`config.mk`:
```
export PLATFORM = sky130hd
export DESIGN_NAME = boreal_bus_xbar_flat
export DESIGN_NICKNAME = d
export VERILOG_FILES = /design/src/rtl/boreal_bus_xbar_pkg.sv /design/src/rtl/boreal_bus_xbar_if.sv /design/src/rtl/boreal_bus_xbar_rr_arbiter.sv /design/src/rtl/boreal_bus_xbar.sv /design/src/flat_wrapper.sv
export SDC_FILE = /design/constraint.sdc
export NUM_CORES = 1
export LEC_CHECK = 0
export CAP_MARGIN = 20
export CORE_AREA = 2 2 163 165
export CTS_BUF_LIST = sky130_fd_sc_hd__clkbuf_8
export CTS_CLUSTER_SIZE = 16
export DETAILED_ROUTE_END_ITERATION = 10
export DIE_AREA = 0 0 165 167
export MAX_ROUTING_LAYER = met4
export PLACE_DENSITY_LB_ADDON = 0.05
export SLEW_MARGIN = 20
export SYNTH_ARGS = -nofsm -noshare
export SYNTH_HDL_FRONTEND = slang
export SYNTH_SLANG_ARGS = --single-unit
```
`constraint.sdc`:
```
create_clock -name clk -period 7 [get_ports clk]
set_clock_uncertainty 0.1 [all_clocks]
set_input_delay 1.4 -clock clk [delete_from_list [all_inputs] [get_ports clk]]
set_output_delay 1.4 -clock clk [all_outputs]
set_load 0.01 [all_outputs]
```
`src/rtl/boreal_bus_xbar_pkg.sv`:
```
// Shared types and constants for the Boreal shared-bus interconnect.
package boreal_bus_xbar_pkg;

   localparam int unsigned BOREAL_BUS_AW = 32;
   localparam int unsigned BOREAL_BUS_DW = 32;

   // Transaction sequencer states
   typedef enum logic [1:0] {
      XBAR_IDLE  = 2'd0,
      XBAR_ISSUE = 2'd1,
      XBAR_WAIT  = 2'd2,
      XBAR_RESP  = 2'd3
   } xbar_state_t;

   // Default SoC address map, used to build SLV_BASE/SLV_MASK at instantiation
   localparam logic [31:0] BOREAL_SRAM_BASE   = 32'h0000_0000;
   localparam logic [31:0] BOREAL_SRAM_MASK   = 32'hFFF0_0000;
   localparam logic [31:0] BOREAL_DMA_BASE    = 32'h4000_0000;
   localparam logic [31:0] BOREAL_DMA_MASK    = 32'hFFFF_F000;
   localparam logic [31:0] BOREAL_VEC_BASE    = 32'h4000_1000;
   localparam logic [31:0] BOREAL_VEC_MASK    = 32'hFFFF_F000;
   localparam logic [31:0] BOREAL_MBOX_BASE   = 32'h4000_2000;
   localparam logic [31:0] BOREAL_MBOX_MASK   = 32'hFFFF_F000;
   localparam logic [31:0] BOREAL_VM_BASE     = 32'h4001_0000;
   localparam logic [31:0] BOREAL_VM_MASK     = 32'hFFFF_0000;
   localparam logic [31:0] BOREAL_GATE_BASE   = 32'h4002_0000;
   localparam logic [31:0] BOREAL_GATE_MASK   = 32'hFFFF_F000;
   localparam logic [31:0] BOREAL_LEDGER_BASE = 32'h4003_0000;
   localparam logic [31:0] BOREAL_LEDGER_MASK = 32'hFFFF_0000;

   // 16-bit counter increment that sticks at all-ones
   function automatic logic [15:0] sat_inc16(input logic [15:0] v);
      return (v == 16'hFFFF) ? v : v + 16'd1;
   endfunction

endpackage

```
`src/rtl/boreal_bus_xbar_if.sv`:
```
// Bus bundle between the masters, the interconnect and the slaves.
// 'master' is the environment view (masters drive requests, slaves drive
// responses); 'slave' is the interconnect view.
interface boreal_bus_xbar_if
   import boreal_bus_xbar_pkg::*;
#(
   parameter int unsigned N_MST = 2,
   parameter int unsigned N_SLV = 4
);

   logic [N_MST-1:0]               m_req_valid;
   logic [N_MST-1:0]               m_req_ready;
   logic [N_MST-1:0]               m_req_we;
   logic [N_MST*BOREAL_BUS_AW-1:0] m_req_addr;
   logic [N_MST*BOREAL_BUS_DW-1:0] m_req_wdata;
   logic [N_MST*4-1:0]             m_req_wstrb;
   logic [N_MST-1:0]               m_resp_valid;
   logic [BOREAL_BUS_DW-1:0]       m_resp_rdata;
   logic                           m_resp_err;

   logic [N_SLV-1:0]               s_req_valid;
   logic                           s_req_we;
   logic [BOREAL_BUS_AW-1:0]       s_req_addr;
   logic [BOREAL_BUS_DW-1:0]       s_req_wdata;
   logic [3:0]                     s_req_wstrb;
   logic [N_SLV-1:0]               s_resp_valid;
   logic [N_SLV*BOREAL_BUS_DW-1:0] s_resp_rdata;
   logic [N_SLV-1:0]               s_resp_err;

   modport master (
      output m_req_valid, m_req_we, m_req_addr, m_req_wdata, m_req_wstrb,
      input  m_req_ready, m_resp_valid, m_resp_rdata, m_resp_err,
      input  s_req_valid, s_req_we, s_req_addr, s_req_wdata, s_req_wstrb,
      output s_resp_valid, s_resp_rdata, s_resp_err
   );

   modport slave (
      input  m_req_valid, m_req_we, m_req_addr, m_req_wdata, m_req_wstrb,
      output m_req_ready, m_resp_valid, m_resp_rdata, m_resp_err,
      output s_req_valid, s_req_we, s_req_addr, s_req_wdata, s_req_wstrb,
      input  s_resp_valid, s_resp_rdata, s_resp_err
   );

endinterface

```
`src/rtl/boreal_bus_xbar_rr_arbiter.sv`:
```
// Combinational round-robin arbiter: search starts just after 'last' and wraps.
module boreal_rr_arbiter #(
   parameter int unsigned N = 2,
   localparam int unsigned LW = (N > 1) ? $clog2(N) : 1
) (
   input  logic [N-1:0]  req,
   input  logic [LW-1:0] last,
   output logic [N-1:0]  grant,
   output logic [LW-1:0] idx,
   output logic          any
);

   // First requester found walking from last+1 modulo N
   always_comb begin
      grant = '0;
      idx   = '0;
      any   = 1'b0;
      for (int unsigned k = 0; k < N; k++) begin
         for (int unsigned j = 0; j < N; j++) begin
            if (!any && req[j] && (j == ((32'(last) + 32'd1 + k) % N))) begin
               any      = 1'b1;
               grant[j] = 1'b1;
               idx      = LW'(j);
            end
         end
      end
   end

endmodule

```
`src/rtl/boreal_bus_xbar.sv`:
```
// N-master / M-slave shared-bus interconnect, one transaction in flight.
module boreal_bus_xbar
   import boreal_bus_xbar_pkg::*;
#(
   parameter int unsigned           N_MST    = 2,
   parameter int unsigned           N_SLV    = 4,
   parameter logic [N_SLV*32-1:0]   SLV_BASE = {N_SLV{32'h0}},
   parameter logic [N_SLV*32-1:0]   SLV_MASK = {N_SLV{32'hFFFF_0000}},
   parameter int unsigned           TIMEOUT  = 256
) (
   input  logic                 clk,
   input  logic                 rst,
   boreal_bus_xbar_if.slave     bus,
   output logic                 busy,
   output logic [15:0]          decerr_cnt,
   output logic [15:0]          tmo_cnt
);

   localparam int unsigned MW = (N_MST > 1) ? $clog2(N_MST) : 1;
   localparam int unsigned SW = (N_SLV > 1) ? $clog2(N_SLV) : 1;

   xbar_state_t state_q, state_d;
   logic [MW-1:0] last_q, last_d;
   logic [MW-1:0] owner_q, owner_d;
   logic          we_q, we_d;
   logic [31:0]   addr_q, addr_d;
   logic [31:0]   wdata_q, wdata_d;
   logic [3:0]    wstrb_q, wstrb_d;
   logic [15:0]   timer_q, timer_d;
   logic [31:0]   rdata_q, rdata_d;
   logic          err_q, err_d;
   logic [15:0]   decerr_q, decerr_d;
   logic [15:0]   tmo_q, tmo_d;

   logic [N_MST-1:0] arb_grant;
   logic [MW-1:0]    arb_idx;
   logic             arb_any;

   logic          win_we;
   logic [31:0]   win_addr;
   logic [31:0]   win_wdata;
   logic [3:0]    win_wstrb;

   logic          dec_hit;
   logic [SW-1:0] dec_sel;
   logic          sel_rvalid;
   logic [31:0]   sel_rdata;
   logic          sel_rerr;

   boreal_rr_arbiter #(.N(N_MST)) u_arb (
      .req   (bus.m_req_valid),
      .last  (last_q),
      .grant (arb_grant),
      .idx   (arb_idx),
      .any   (arb_any)
   );

   // Request fields of the arbitration winner
   always_comb begin
      win_we    = 1'b0;
      win_addr  = '0;
      win_wdata = '0;
      win_wstrb = '0;
      for (int unsigned i = 0; i < N_MST; i++) begin
         if (arb_grant[i]) begin
            win_we    = bus.m_req_we[i];
            win_addr  = bus.m_req_addr[32*i +: 32];
            win_wdata = bus.m_req_wdata[32*i +: 32];
            win_wstrb = bus.m_req_wstrb[4*i +: 4];
         end
      end
   end

   // Address decode on the latched address; lowest matching index wins
   always_comb begin
      dec_hit = 1'b0;
      dec_sel = '0;
      for (int unsigned i = 0; i < N_SLV; i++) begin
         if (!dec_hit && ((addr_q & SLV_MASK[32*i +: 32]) == SLV_BASE[32*i +: 32])) begin
            dec_hit = 1'b1;
            dec_sel = SW'(i);
         end
      end
   end

   // Response fields of the selected slave only
   always_comb begin
      sel_rvalid = 1'b0;
      sel_rdata  = '0;
      sel_rerr   = 1'b0;
      for (int unsigned i = 0; i < N_SLV; i++) begin
         if (dec_sel == SW'(i)) begin
            sel_rvalid = bus.s_resp_valid[i];
            sel_rdata  = bus.s_resp_rdata[32*i +: 32];
            sel_rerr   = bus.s_resp_err[i];
         end
      end
   end

   // State and transaction latches
   always_ff @(posedge clk or posedge rst) begin
      if (rst) begin
         state_q  <= XBAR_IDLE;
         last_q   <= MW'(N_MST - 1);
         owner_q  <= '0;
         we_q     <= 1'b0;
         addr_q   <= '0;
         wdata_q  <= '0;
         wstrb_q  <= '0;
         timer_q  <= '0;
         rdata_q  <= '0;
         err_q    <= 1'b0;
         decerr_q <= '0;
         tmo_q    <= '0;
      end else begin
         state_q  <= state_d;
         last_q   <= last_d;
         owner_q  <= owner_d;
         we_q     <= we_d;
         addr_q   <= addr_d;
         wdata_q  <= wdata_d;
         wstrb_q  <= wstrb_d;
         timer_q  <= timer_d;
         rdata_q  <= rdata_d;
         err_q    <= err_d;
         decerr_q <= decerr_d;
         tmo_q    <= tmo_d;
      end
   end

   // Next state: accept, issue or fail decode, wait with timeout, respond
   always_comb begin
      state_d  = state_q;
      last_d   = last_q;
      owner_d  = owner_q;
      we_d     = we_q;
      addr_d   = addr_q;
      wdata_d  = wdata_q;
      wstrb_d  = wstrb_q;
      timer_d  = timer_q;
      rdata_d  = rdata_q;
      err_d    = err_q;
      decerr_d = decerr_q;
      tmo_d    = tmo_q;
      case (state_q)
         XBAR_IDLE: begin
            if (arb_any) begin
               state_d = XBAR_ISSUE;
               last_d  = arb_idx;
               owner_d = arb_idx;
               we_d    = win_we;
               addr_d  = win_addr;
               wdata_d = win_wdata;
               wstrb_d = win_wstrb;
            end
         end
         XBAR_ISSUE: begin
            if (dec_hit) begin
               state_d = XBAR_WAIT;
               timer_d = '0;
            end else begin
               state_d  = XBAR_RESP;
               rdata_d  = '0;
               err_d    = 1'b1;
               decerr_d = sat_inc16(decerr_q);
            end
         end
         XBAR_WAIT: begin
            if (sel_rvalid) begin
               state_d = XBAR_RESP;
               rdata_d = sel_rdata;
               err_d   = sel_rerr;
            end else if (timer_q == 16'(TIMEOUT - 1)) begin
               state_d = XBAR_RESP;
               rdata_d = '0;
               err_d   = 1'b1;
               tmo_d   = sat_inc16(tmo_q);
            end else begin
               timer_d = timer_q + 16'd1;
            end
         end
         XBAR_RESP: state_d = XBAR_IDLE;
         default:   state_d = XBAR_IDLE;
      endcase
   end

   // Outputs: single-cycle pulses decoded from the current state
   always_comb begin
      bus.m_req_ready  = '0;
      bus.s_req_valid  = '0;
      bus.m_resp_valid = '0;
      // ready is combinational on the inputs, so hold it low while in reset
      if (state_q == XBAR_IDLE && !rst) begin
         bus.m_req_ready = arb_grant;
      end
      for (int unsigned i = 0; i < N_SLV; i++) begin
         bus.s_req_valid[i] = (state_q == XBAR_ISSUE) && dec_hit && (dec_sel == SW'(i));
      end
      for (int unsigned i = 0; i < N_MST; i++) begin
         bus.m_resp_valid[i] = (state_q == XBAR_RESP) && (owner_q == MW'(i));
      end
   end

   assign bus.s_req_we     = we_q;
   assign bus.s_req_addr   = addr_q;
   assign bus.s_req_wdata  = wdata_q;
   assign bus.s_req_wstrb  = wstrb_q;
   assign bus.m_resp_rdata = rdata_q;
   assign bus.m_resp_err   = err_q;
   assign busy             = (state_q != XBAR_IDLE);
   assign decerr_cnt       = decerr_q;
   assign tmo_cnt          = tmo_q;

endmodule
```
`src/flat_wrapper.sv`:
```
// flat-port wrapper written by rule: the top's interface ports become plain ports
module boreal_bus_xbar_flat import boreal_bus_xbar_pkg::*;
#(
   parameter int unsigned           N_MST    = 2,
   parameter int unsigned           N_SLV    = 4,
   parameter logic [N_SLV*32-1:0]   SLV_BASE = {N_SLV{32'h0}},
   parameter logic [N_SLV*32-1:0]   SLV_MASK = {N_SLV{32'hFFFF_0000}},
   parameter int unsigned           TIMEOUT  = 256
)
  (clk, rst, busy, decerr_cnt, tmo_cnt, bus_m_req_valid, bus_m_req_we, bus_m_req_addr, bus_m_req_wdata, bus_m_req_wstrb, bus_m_req_ready, bus_m_resp_valid, bus_m_resp_rdata, bus_m_resp_err, bus_s_req_valid, bus_s_req_we, bus_s_req_addr, bus_s_req_wdata, bus_s_req_wstrb, bus_s_resp_valid, bus_s_resp_rdata, bus_s_resp_err);
  boreal_bus_xbar_if #(.N_MST(N_MST), .N_SLV(N_SLV)) bus_i ();
  input  logic clk;
  input  logic rst;
  output logic busy;
  output logic [15:0] decerr_cnt;
  output logic [15:0] tmo_cnt;
  input wire logic [$bits(bus_i.m_req_valid)-1:0] bus_m_req_valid;
  input wire logic [$bits(bus_i.m_req_we)-1:0] bus_m_req_we;
  input wire logic [$bits(bus_i.m_req_addr)-1:0] bus_m_req_addr;
  input wire logic [$bits(bus_i.m_req_wdata)-1:0] bus_m_req_wdata;
  input wire logic [$bits(bus_i.m_req_wstrb)-1:0] bus_m_req_wstrb;
  output wire logic [$bits(bus_i.m_req_ready)-1:0] bus_m_req_ready;
  output wire logic [$bits(bus_i.m_resp_valid)-1:0] bus_m_resp_valid;
  output wire logic [$bits(bus_i.m_resp_rdata)-1:0] bus_m_resp_rdata;
  output wire logic [$bits(bus_i.m_resp_err)-1:0] bus_m_resp_err;
  output wire logic [$bits(bus_i.s_req_valid)-1:0] bus_s_req_valid;
  output wire logic [$bits(bus_i.s_req_we)-1:0] bus_s_req_we;
  output wire logic [$bits(bus_i.s_req_addr)-1:0] bus_s_req_addr;
  output wire logic [$bits(bus_i.s_req_wdata)-1:0] bus_s_req_wdata;
  output wire logic [$bits(bus_i.s_req_wstrb)-1:0] bus_s_req_wstrb;
  input wire logic [$bits(bus_i.s_resp_valid)-1:0] bus_s_resp_valid;
  input wire logic [$bits(bus_i.s_resp_rdata)-1:0] bus_s_resp_rdata;
  input wire logic [$bits(bus_i.s_resp_err)-1:0] bus_s_resp_err;
  assign bus_i.m_req_valid = bus_m_req_valid;
  assign bus_i.m_req_we = bus_m_req_we;
  assign bus_i.m_req_addr = bus_m_req_addr;
  assign bus_i.m_req_wdata = bus_m_req_wdata;
  assign bus_i.m_req_wstrb = bus_m_req_wstrb;
  assign bus_m_req_ready = bus_i.m_req_ready;
  assign bus_m_resp_valid = bus_i.m_resp_valid;
  assign bus_m_resp_rdata = bus_i.m_resp_rdata;
  assign bus_m_resp_err = bus_i.m_resp_err;
  assign bus_s_req_valid = bus_i.s_req_valid;
  assign bus_s_req_we = bus_i.s_req_we;
  assign bus_s_req_addr = bus_i.s_req_addr;
  assign bus_s_req_wdata = bus_i.s_req_wdata;
  assign bus_s_req_wstrb = bus_i.s_req_wstrb;
  assign bus_i.s_resp_valid = bus_s_resp_valid;
  assign bus_i.s_resp_rdata = bus_s_resp_rdata;
  assign bus_i.s_resp_err = bus_s_resp_err;
  boreal_bus_xbar #(.N_MST(N_MST), .N_SLV(N_SLV), .SLV_BASE(SLV_BASE), .SLV_MASK(SLV_MASK), .TIMEOUT(TIMEOUT)) u_core (.clk(clk), .rst(rst), .bus(bus_i), .busy(busy), .decerr_cnt(decerr_cnt), .tmo_cnt(tmo_cnt));
endmodule
```
==> results of run 1 <==
==> cell usage after synthesis, types with 10 or more instances <==
cell type / n
nand2_1: 161
dfrtp_1: 153
o21ai_0: 105
a22oi_1: 70
clkbuf_1: 40
nor2_1: 25
xnor2_1: 23
xor2_1: 17
nand4_1: 15
nand3_1: 14
and3_1: 11
inv_1: 10
==> registers in the layout, summed over array words and instances (netlist names), 2 cells and up <==
name	count
u_core.bus.m_resp_rdata	32
u_core.bus.s_req_addr	32
u_core.bus.s_req_wdata	32
u_core.decerr_cnt	16
u_core.timer_q	16
u_core.tmo_cnt	16
u_core.bus.s_req_wstrb	4
u_core.state_q	2
==> worst register-to-register path: stages (launching register included) <==
cell and delay (ns):
dfrtp_1 0.42, inv_1 0.14, ha_1 0.54, inv_1 0.20, nor2_1 0.45, a221o_2 0.94
o21ai_0 0.26
==> through the flow <==
step	cells	hold slack (ns)	total power [W]	setup slack [ns]
6_report	1378	0.382	0.00361	2.33
5_1_grt	1378	0.408	0.00389	2.15
4_1_cts	1377	0.389	0.00368	2.24
3_5_place_dp	1347	0.369	0.00290	2.24
3_3_place_gp	1347	0.360	0.00289	2.23
2_1_floorplan	742	0.380	0.00207	0.350
==> area by class of cell <==
type / count / area (sq um) / share of cell area (%)
well taps: 335 / 419 / 3.79
clock buffers: 17 / 234 / 2.12
flip-flops and latches: 154 / 3850 / 34.9
clock inverters: 13 / 195 / 1.77
inverters: 10 / 42.5 / 0.385
multi-input cells: 525 / 3080 / 27.9
repair buffers: 324 / 3220 / 29.2
==> how the worst max path moves through the flow <==
| stage | start | depth (start not counted) | to |
|---|---|---|---|
| 2_1_floorplan | rst | 2 | bus_m_req_ready[0] |
| 3_3_place_gp | rst | 4 | bus_m_req_ready[1] |
| 3_5_place_dp | rst | 4 | bus_m_req_ready[1] |
| 4_1_cts | rst | 4 | bus_m_req_ready[1] |
| 5_1_grt | rst | 4 | bus_m_req_ready[1] |
| 6_report | rst | 4 | bus_m_req_ready[1] |
==> metal layers <==
| metal | wire length (um) | global-route usage, % |
|---|---|---|
| met2 | 10700 | 26.1 |
| met1 | 10500 | 22.7 |
| met4 | 173 | 3.59 |
| met3 | 1880 | 5.80 |
| met5 | 0 | - |
==> power breakdown <==
group | internal (W) | total (W) | switching (W) | leakage (nW)
combinational | 0.000728 | 0.00155 | 0.000818 | 2.32
sequential | 0.00115 | 0.00131 | 0.000162 | 2.04
clock | 0.000389 | 0.000754 | 0.000364 | 0.199
total | 0.00227 | 0.00361 | 0.00134 | 4.55
==> cells in the final DEF (no fill, tap or decap), drive strengths merged, types with 8 or more instances in the layout <==
cell type and count:
inv 13, and3 11, nand4 15, xnor2 23, dfrtp 153, nand2 161, and4 8, xor2 17
nor4 9, clkbuf 17, nand3 14, nor2 29, o21ai 107, buf 9, clkdlybuf4s50 315, a22oi 70
==> logic make-up (layout without fill, tap and decap cells) <==
group / count (synthesis) / count (layout) / synth area share (%)
AO/OA/AOI/OAI: 204 / 204 / 18.5
adder cells (fa/ha/maj): 7 / 7 / 1.22
multiplexers: 2 / 2 / 0.297
buffers and inverters: 63 / 364 / 3.71
flip-flops: 154 / 154 / 53.9
AND/OR/NAND/NOR: 269 / 269 / 17.5
other: 1 / 3 / 0.0524
XOR/XNOR: 40 / 40 / 4.89
==> results by group, run 1 <==
Cells and area
  • Layout cells sized above 1: 6.23%
  • Nets: approximately 1300
  • Antenna cells: 0
  • Area delta synth->final: 54.4%
  • Fillers: 2609
  • Final core utilization: between 40% and 50%
  • Cell area after layout: between 10000 and 15000 sq um

STA
  • Unrepaired setup endpoints after global routing: no
  • Minimum clock period: 4.67 ns
  • Max Freq: 0.214 GHz
  • Slew Viols, Final: 0
  • Hold Vio Cnt, Final: 0
  • Worst-margin pin slew: just over 1 ns
  • Final setup violation count: 0
  • Crit share post-route: 66.7%
  • Setup TNS: 0 ns
  • Slew HR: 31.2%

CTS
  • Reg clk slew, reported paths: 0.09 ns
  • Cts repair resizes: 0
  • Max Buffers Root-to-Sink: 2
  • Setup bufs post-CTS: 0
  • CTS Sinks: approximately 150
  • Root buffer cell: clkbuf_8
  • H-tree depth: 4
  • CTS tree: built
  • # hold bufs at CTS: 0
  • TritonCTS Buffers: 17
  • Clk_lat worst skew: around 0.45 ns

Detailed routing
  • Drt first-iter violations: 377
  • Wire per inst: between 15 and 20 um
  • DR DRC count: 0
  • Vias per inst: roughly 4.6
  • Via count of the routed design: 6303
  • DRT Pass-1 Iters: 4
  • Total routed wirelength: 23.3 mm
  • Antenna-violating nets left: 0

Setup path
  • Critical path capture point type: output pin
  • CP Cell Sequence: clkdlybuf4s50_1 > inv_6 > and3_1 > clkdlybuf4s50_1
  • R2r worst-path depth: 6
  • Max incr delay on CP: 0.58 ns
  • Crit path kind: input port to output pin
  • Cell mode on critical path: clkdlybuf4s50_1
  • Delay-heaviest family, CP: buffers and inverters
  • Worst path bufs/invs: 3
  • RR Endpoint: u_core.bus.m_resp_rdata[30]$_DFFE_PP0P_
  • Critical path peak fanout: between 60 and 70
  • CP Launch Type: input port
  • Slowest-stage cell, CP: clkdlybuf4s50_1
  • Reg-to-reg critical path startpoint: u_core.state_q[0]$_DFFE_PP0P_
  • R2r setup slk: approximately 3.8 ns
  • Worst path arrival time: 3.17 ns
  • Required @ worst endpoint: approximately 5.5 ns

Outcome
  • Outcome: finished, final reports clean

Floorplan
  • Die height: 167 um
  • Io pins: 421
  • Total die area: roughly 28000 sq um
  • Row cnt: 59
  • Core area: around 26000 sq um
  • Initial core utilization: 27.8%
  • Chip width: about 170 um

Logic synthesis
  • Distinct cells, synth: ~50
  • Netlist Area Pre-Place: slightly above 7000 sq um
  • FF+latch count, synth: 154
  • Mapped Cells: 740
  • Commonest register cell after synthesis: dfrtp_1
  • Post-synth EDFFs: 0
  • FFs w/ async S/R, synth: 100%
  • Syn Area/Cell: 9.67 sq um
  • Seq/Total Area, Yosys: around 54%
  • Top-area cell type share of the netlist area: 53.5%
  • Area contributors post-synth: dfrtp_1, nand2_1, a22oi_1
  • Yosys warning total: 0
  • Synth area leader: dfrtp_1

Worst hold path
  • Min-Delay Path Class: flop to flop
  • Hold Crit Start: u_core.bus.s_req_we$_DFFE_PP0P_
  • Hold Path End: u_core.bus.s_req_we$_DFFE_PP0P_
  • Hold depth: 2

Run
  • Max cap viols: 0

Global route
  • Largest net degree at the start of global routing: 89
  • Number of global-route vias before repair: just over 6000
  • Initial antenna violation count: 0
  • Global-route wire length before repair: 35.6 mm
  • GRT overflow: 0
  • GRT Resource Usage Total: 17.4%

Pwr
  • Worst vdd ir: 0.000211 V
  • Pleak: ~4.6 nW
  • Power per standard cell area: 327 nW/um^2

Placed design
  • Placed cell areas: 10600 sq um
  • GPL Wtd Cong: 0.769
  • Port bufs: around 320
  • HPWL Detailed: ~17 mm
No activity file was read; power rests on OpenSTA's default activity.
==> run 2, diff against run 1 <==
- clock period: 7 -> 3.9 ns (I/O delays scaled with it)
==> results by group, run 2 (same netlist as run 1, synthesis figures left out) <==
Floorplan
  • Row cnt: slightly below 60
  • Total die area: 27600 sq um
  • Die height: 167 um
  • Core area: between 20000 and 30000 sq um
  • Chip width: between 150 and 200 um
  • Initial core utilization: about 28%
  • Io pins: 421

Cells and area
  • Most common cell after layout, fill and taps aside: clkdlybuf4s50_1
  • Cell area after layout: about 11000 sq um
  • Commonest non-fill, non-tap cells in the layout: clkdlybuf4s50_1, nand2_1, dfrtp_1
  • Nets: between 1000 and 1500
  • Area delta synth->final: 54.8%
  • Layout cells sized above 1: around 6.7%

Placed design
  • Port bufs: 315
  • Post-Place Worst Slack: 0.609 ns
  • GPL Wtd Cong: 0.744
  • Placed cell areas: approximately 11000 sq um
  • HPWL Detailed: ~17 mm

Global route
  • Initial antenna violation count: 2
  • Number of global-route vias before repair: 6420
  • GRT overflow: 0
  • Global-route wire length before repair: approximately 36 mm
  • GRT Resource Usage Total: 17.5%
  • Largest net degree at the start of global routing: 97

CTS
  • Root buffer cell: clkbuf_8
  • Reg clk slew, reported paths: 0.10 ns
  • CTS tree: built
  • H-tree depth: 4
  • # hold bufs at CTS: 0
  • Setup bufs post-CTS: 0
  • Cts repair resizes: 0
  • Clk_lat worst skew: 0.46 ns
  • Max Buffers Root-to-Sink: 2
  • CTS Sinks: roughly 150
  • TritonCTS Buffers: 17

Detailed routing
  • Drt first-iter violations: 285
  • Vias per inst: 4.61
  • Antenna-violating nets left: 0
  • Total routed wirelength: 23.0 mm
  • DRT Pass-1 Iters: 4
  • DR DRC count: 0
  • Via count of the routed design: between 6000 and 7000
  • Wire per inst: ~17 um

STA
  • Hold Vio Cnt, Final: 0
  • Minimum clock period: 3.73 ns
  • Crit share post-route: approximately 96%
  • Max Freq: 0.268 GHz
  • Final setup violation count: 0
  • Slew HR: 45.4%
  • Unrepaired setup endpoints after global routing: no
  • Slew Viols, Final: 0
  • Hold Slack: 0.383 ns
  • Worst-margin pin slew: 0.809 ns
  • Post-route setup slack: around 0.17 ns

Setup path
  • Delay-heaviest family, CP: simple AND/OR/NAND/NOR gates
  • Worst path arrival time: 2.85 ns
  • Required @ worst endpoint: roughly 3.0 ns
  • Critical path capture point type: output pin
  • Critical path peak fanout: 3
  • Max incr delay on CP: 0.63 ns
  • Crit path kind: flop to output pin
  • CP Cell Sequence: or4_1 > nor4_1 > and2_1 > clkdlybuf4s50_1
  • Slowest-stage cell, CP: or4_1
  • CP Launch Type: flop
  • Worst path bufs/invs: 1

Pwr
  • Cell Int Power: 0.00405 W
  • Worst vdd ir: 0.000283 V
  • Tot Pwr: 0.00650 W
  • Pleak: about 4.6 nW
  • Clk pwr share: 20.5%
  • Comb pwr share: a little over two fifths
  • Sw frac: between 30% and 40%
  • P_sw: 0.00245 W
  • Reg power frac: 36.3%
  • Power per standard cell area: ~590 nW/um^2

Outcome
  • Outcome: finished, final reports clean

Run
  • Max cap viols: 0

Worst hold path
  • Min-Delay Path Class: flop to flop
[run 2: changes by cell type in the layout (fill, tap and decap cells not counted), sizes merged]
| cell | delta |
|---|---|
| bufinv | -1 |
| diode | +2 |
| inv | +3 |
| buf | +3 |
| clkinvlp | -2 |
| clkinv | +2 |
[run 2: metal layers]
layer | up-vias | track usage (%) | share of wire [%]
met4 | 0 | 6.47 | 2.3
met2 | 211 | 28.2 | 49
met5 | - | - | 0
met3 | 30 | 5.21 | 7.5
met1 | 2952 | 20.6 | 42
li1 | 3190 | - | -
[run 2: worst paths after layout]
check | from | to | slack [ns] | cells past startpoint
max | u_core.bus.s_req_addr[28]$_DFFE_PP0P_ | bus_s_req_valid[0] | 0.17 | 4
min | u_core.bus.m_resp_err$_DFFE_PP0P_ | u_core.bus.m_resp_err$_DFFE_PP0P_ | 0.38 | 2
max reg2reg | u_core.state_q[0]$_DFFE_PP0P_ | u_core.bus.m_resp_rdata[10]$_DFFE_PP0P_ | 0.89 | 7
min reg2reg | u_core.bus.m_resp_err$_DFFE_PP0P_ | u_core.bus.m_resp_err$_DFFE_PP0P_ | 0.38 | 2
max in group asynchronous | rst | u_core.bus.s_req_addr[29]$_DFFE_PP0P_ | 1.67 | 4
min in group asynchronous | rst | u_core.tmo_cnt[7]$_DFFE_PP0P_ | 0.80 | 3
[run 2: power by group through the flow]
| stage | Clock, W | Sequential (W) | Combinational, W |
|---|---|---|---|
| after detailed placement | 0 | 0.00239 | 0.00287 |
| after global placement | 0 | 0.00238 | 0.00288 |
| after floorplan | 0 | 0.00256 | 0.00116 |
| after CTS | 0.00139 | 0.00237 | 0.00287 |
| final | 0.00133 | 0.00236 | 0.00281 |
| after global routing | 0.00145 | 0.00243 | 0.00312 |
[run 2: through the flow]
stage | util [%] | cells | TNS [ns]
final | 43.0 | 1385 | 0
after global routing | 43.0 | 1385 | 0
after CTS | 43.0 | 1383 | 0
after detailed placement | 41.3 | 1351 | 0
after global placement | 41.3 | 1351 | 0
after floorplan | - | 742 | -0.984
[run 2: worst reg2reg max path: stages (launching register included)]
cell and delay [ns]:
dfrtp_1 0.42, inv_1 0.13, ha_1 0.57, inv_1 0.23
nor2_1 0.48, a221o_2 0.48, buf_4 0.35, o21ai_0 0.14
[run 2: final cells by class]
class | instances | area, sq um
clock inverters | 15 | 189
clock buffers | 17 | 234
repair buffers | 327 | 3260
multi-input cells | 525 | 3080
diodes | 2 | 5.00
flip-flops and latches | 154 | 3850
inverters | 10 | 41.3
well taps | 335 | 419
fillers | 2543 | 14700
==> run 3, diff against run 2 <==
- CORE_AREA: 2 2 163 165 -> 2 2 165 167
- DIE_AREA: 0 0 165 167 -> 0 0 167 169
- SYNTH_HIERARCHICAL: default -> 1
==> results by group, run 3 <==
Setup path
  • Critical path capture point type: output pin
  • Reg-to-reg critical path startpoint: u_core/timer_q[0]$_DFFE_PP0P_
  • RR Endpoint: u_core/state_q[1]$_DFFE_PP0P_
  • CP Launch Type: flop
  • Critical path destination: bus_s_req_valid[0]
  • Worst path arrival time: 2.63 ns
  • R2r setup slk: 1.21 ns
  • R2r worst-path depth: 5
  • Crit path kind: flop to output pin
  • Required @ worst endpoint: 3.02 ns
  • Setup crit start: u_core/bus.s_req_addr[19]$_DFFE_PP0P_
  • Critical path peak fanout: 5

Logic synthesis
  • Seq/Total Area, Yosys: 52.5%
  • Most frequent cell after synthesis: dfrtp_1
  • Synth area leader: dfrtp_1
  • Netlist Area Pre-Place: ~7300 sq um
  • Mapped Cells: 765
  • Post-synth EDFFs: 0
  • FF+latch count, synth: 154
  • Top-area cell type share of the netlist area: 52.1%
  • Syn Area/Cell: approximately 9.6 sq um
  • Yosys warning total: 6
  • Commonest register cell after synthesis: dfrtp_1
  • Commonest cells in the netlist: dfrtp_1, nor2_1, nand2_1
  • Distinct cells, synth: 58
  • Area contributors post-synth: dfrtp_1, a221oi_1, nor2_1
  • FFs w/ async S/R, synth: between 90% and 100%

Detailed routing
  • Antenna-violating nets left: 0
  • Vias per inst: roughly 4.8
  • Total routed wirelength: ~25 mm
  • Wire per inst: 17.8 um
  • Drt first-iter violations: 362
  • DR DRC count: 0
  • DRT Pass-1 Iters: 4
  • Via count of the routed design: just under 7000

STA
  • Hold Vio Cnt, Final: 0
  • Minimum clock period: 3.51 ns
  • Slew Viols, Final: 0
  • Worst-margin pin slew: approximately 0.95 ns
  • Crit share post-route: 89.9%
  • Max Freq: 0.285 GHz
  • Unrepaired setup endpoints after global routing: no
  • Slew HR: 36.4%
  • Post-route setup slack: 0.392 ns
  • Setup TNS: 0 ns
  • Final setup violation count: 0

Global route
  • Number of global-route vias before repair: 6810
  • Global-route wire length before repair: 38.9 mm
  • GRT overflow: 0
  • GRT Resource Usage Total: 18.1%
  • Largest net degree at the start of global routing: 72
  • Initial antenna violation count: 0

CTS
  • CTS tree: built
  • H-tree depth: 4
  • # hold bufs at CTS: 0
  • Clk_lat worst skew: 0.45 ns
  • Setup bufs post-CTS: 0
  • Reg clk slew, reported paths: 0.09 ns
  • TritonCTS Buffers: 17
  • Max Buffers Root-to-Sink: 2
  • Cts repair resizes: 0
  • CTS Sinks: 154
  • Root buffer cell: clkbuf_8

Pwr
  • Sw frac: 39.1%
  • Reg power frac: 35.1%
  • Comb pwr share: 47.9%
  • P_sw: 0.00294 W
  • Clk pwr share: 16.9%
  • Pleak: 4.47 nW
  • Worst vdd ir: 0.000283 V
  • Cell Int Power: approximately 0.0046 W
  • Power per standard cell area: 668 nW/um^2

Floorplan
  • Core area: 26500 sq um
  • Die height: 169 um
  • Total die area: roughly 28000 sq um
  • Row cnt: 60
  • Initial core utilization: about 28%
  • Io pins: 421
  • Chip width: roughly 170 um

Outcome
  • Outcome: finished, final reports clean

Placed design
  • HPWL Detailed: 18.3 mm
  • GPL Wtd Cong: 0.796
  • Post-Place Worst Slack: 0.568 ns
  • Port bufs: 315

Cells and area
  • Nets: 1347
  • Layout cells sized above 1: 6.05%
  • Area delta synth->final: 53.5%
  • Commonest non-fill, non-tap cells in the layout: clkdlybuf4s50_1, dfrtp_1, nor2_1
  • Most common cell after layout, fill and taps aside: clkdlybuf4s50_1
  • Antenna cells: 0

Worst hold path
  • Min-Delay Path Class: flop to flop

Run
  • Max cap viols: 0
[run 3: final cells by class]
type                            count  area [sq um]
Timing Repair Buffer              331          3320
Sequential cell                   154          3850
Clock inverter                     14           158
Fill cell                        2620         15200
Tap cell                          341           427
Inverter                            7          30.0
Clock buffer                       18           248
Multi-Input combinational cell    550          3230
[run 3: power by group through the flow]
stage	registers [W]	logic, W	clock network (W)
after global routing	0.00275	0.00397	0.00140
after floorplan	0.00286	0.00157	0
after detailed placement	0.00268	0.00368	0
final	0.00265	0.00361	0.00128
after global placement	0.00265	0.00369	0
after CTS	0.00265	0.00369	0.00134
[run 3: critical path, stage by stage, from the launching register on]
cell	delay, ns
dfrtp_1	0.42
nor4_1	0.48
nand4_1	0.40
nor2_1	0.28
clkdlybuf4s50_1	0.60
[run 3: worst min-delay path by stage]
stage / startpoint / endpoint / cells past startpoint
3_3_place_gp: u_core/bus.s_req_wstrb[2]$_DFFE_PP0P_ / u_core/bus.s_req_wstrb[2]$_DFFE_PP0P_ / 2
4_1_cts: u_core/last_q$_DFFE_PP1P_ / u_core/last_q$_DFFE_PP1P_ / 2
6_report: u_core/bus.m_resp_rdata[4]$_DFFE_PP0P_ / u_core/bus.m_resp_rdata[4]$_DFFE_PP0P_ / 2
3_5_place_dp: u_core/bus.s_req_wstrb[2]$_DFFE_PP0P_ / u_core/bus.s_req_wstrb[2]$_DFFE_PP0P_ / 2
2_1_floorplan: u_core/last_q$_DFFE_PP1P_ / u_core/last_q$_DFFE_PP1P_ / 2
5_1_grt: u_core/bus.m_resp_rdata[10]$_DFFE_PP0P_ / u_core/bus.m_resp_rdata[10]$_DFFE_PP0P_ / 2
[run 3: logic make-up (layout without fill, tap and decap cells)]
kind of cell    count (synthesis)  count (layout)  share of synthesized area [%]
xor+xnor                       24              24                           2.86
simple gates                  345             345                           21.4
flops                         154             154                           52.5
other cells                     1               3                         0.0511
compound gates                163             163                           16.9
fa+ha+maj                       8               8                           1.36
buf+inv                        63             370                           3.95
mux                             7               7                           1.01
[run 3: through the flow]
| stage | power (W) | util [%] | hold WS [ns] | instance area [sq um] | cells |
|---|---|---|---|---|---|
| 2_1_floorplan | 0.00443 | - | 0.345 | 7350 | 767 |
| 6_report | 0.00753 | 42.5 | 0.391 | 11300 | 1415 |
| 3_3_place_gp | 0.00634 | 41.0 | 0.365 | 10900 | 1383 |
| 5_1_grt | 0.00812 | 42.5 | 0.422 | 11300 | 1415 |
| 3_5_place_dp | 0.00636 | 41.0 | 0.374 | 10900 | 1383 |
| 4_1_cts | 0.00768 | 42.5 | 0.396 | 11300 | 1415 |
[run 3: metal layers]
metal  global-route usage, %  share of wire, %  up-vias
li1                        -                 -     3332
met3                    5.03               7.1       26
met4                    6.15               2.1        0
met5                       -                 0        -
met2                    28.7                47      242
met1                    22.5                44     3152
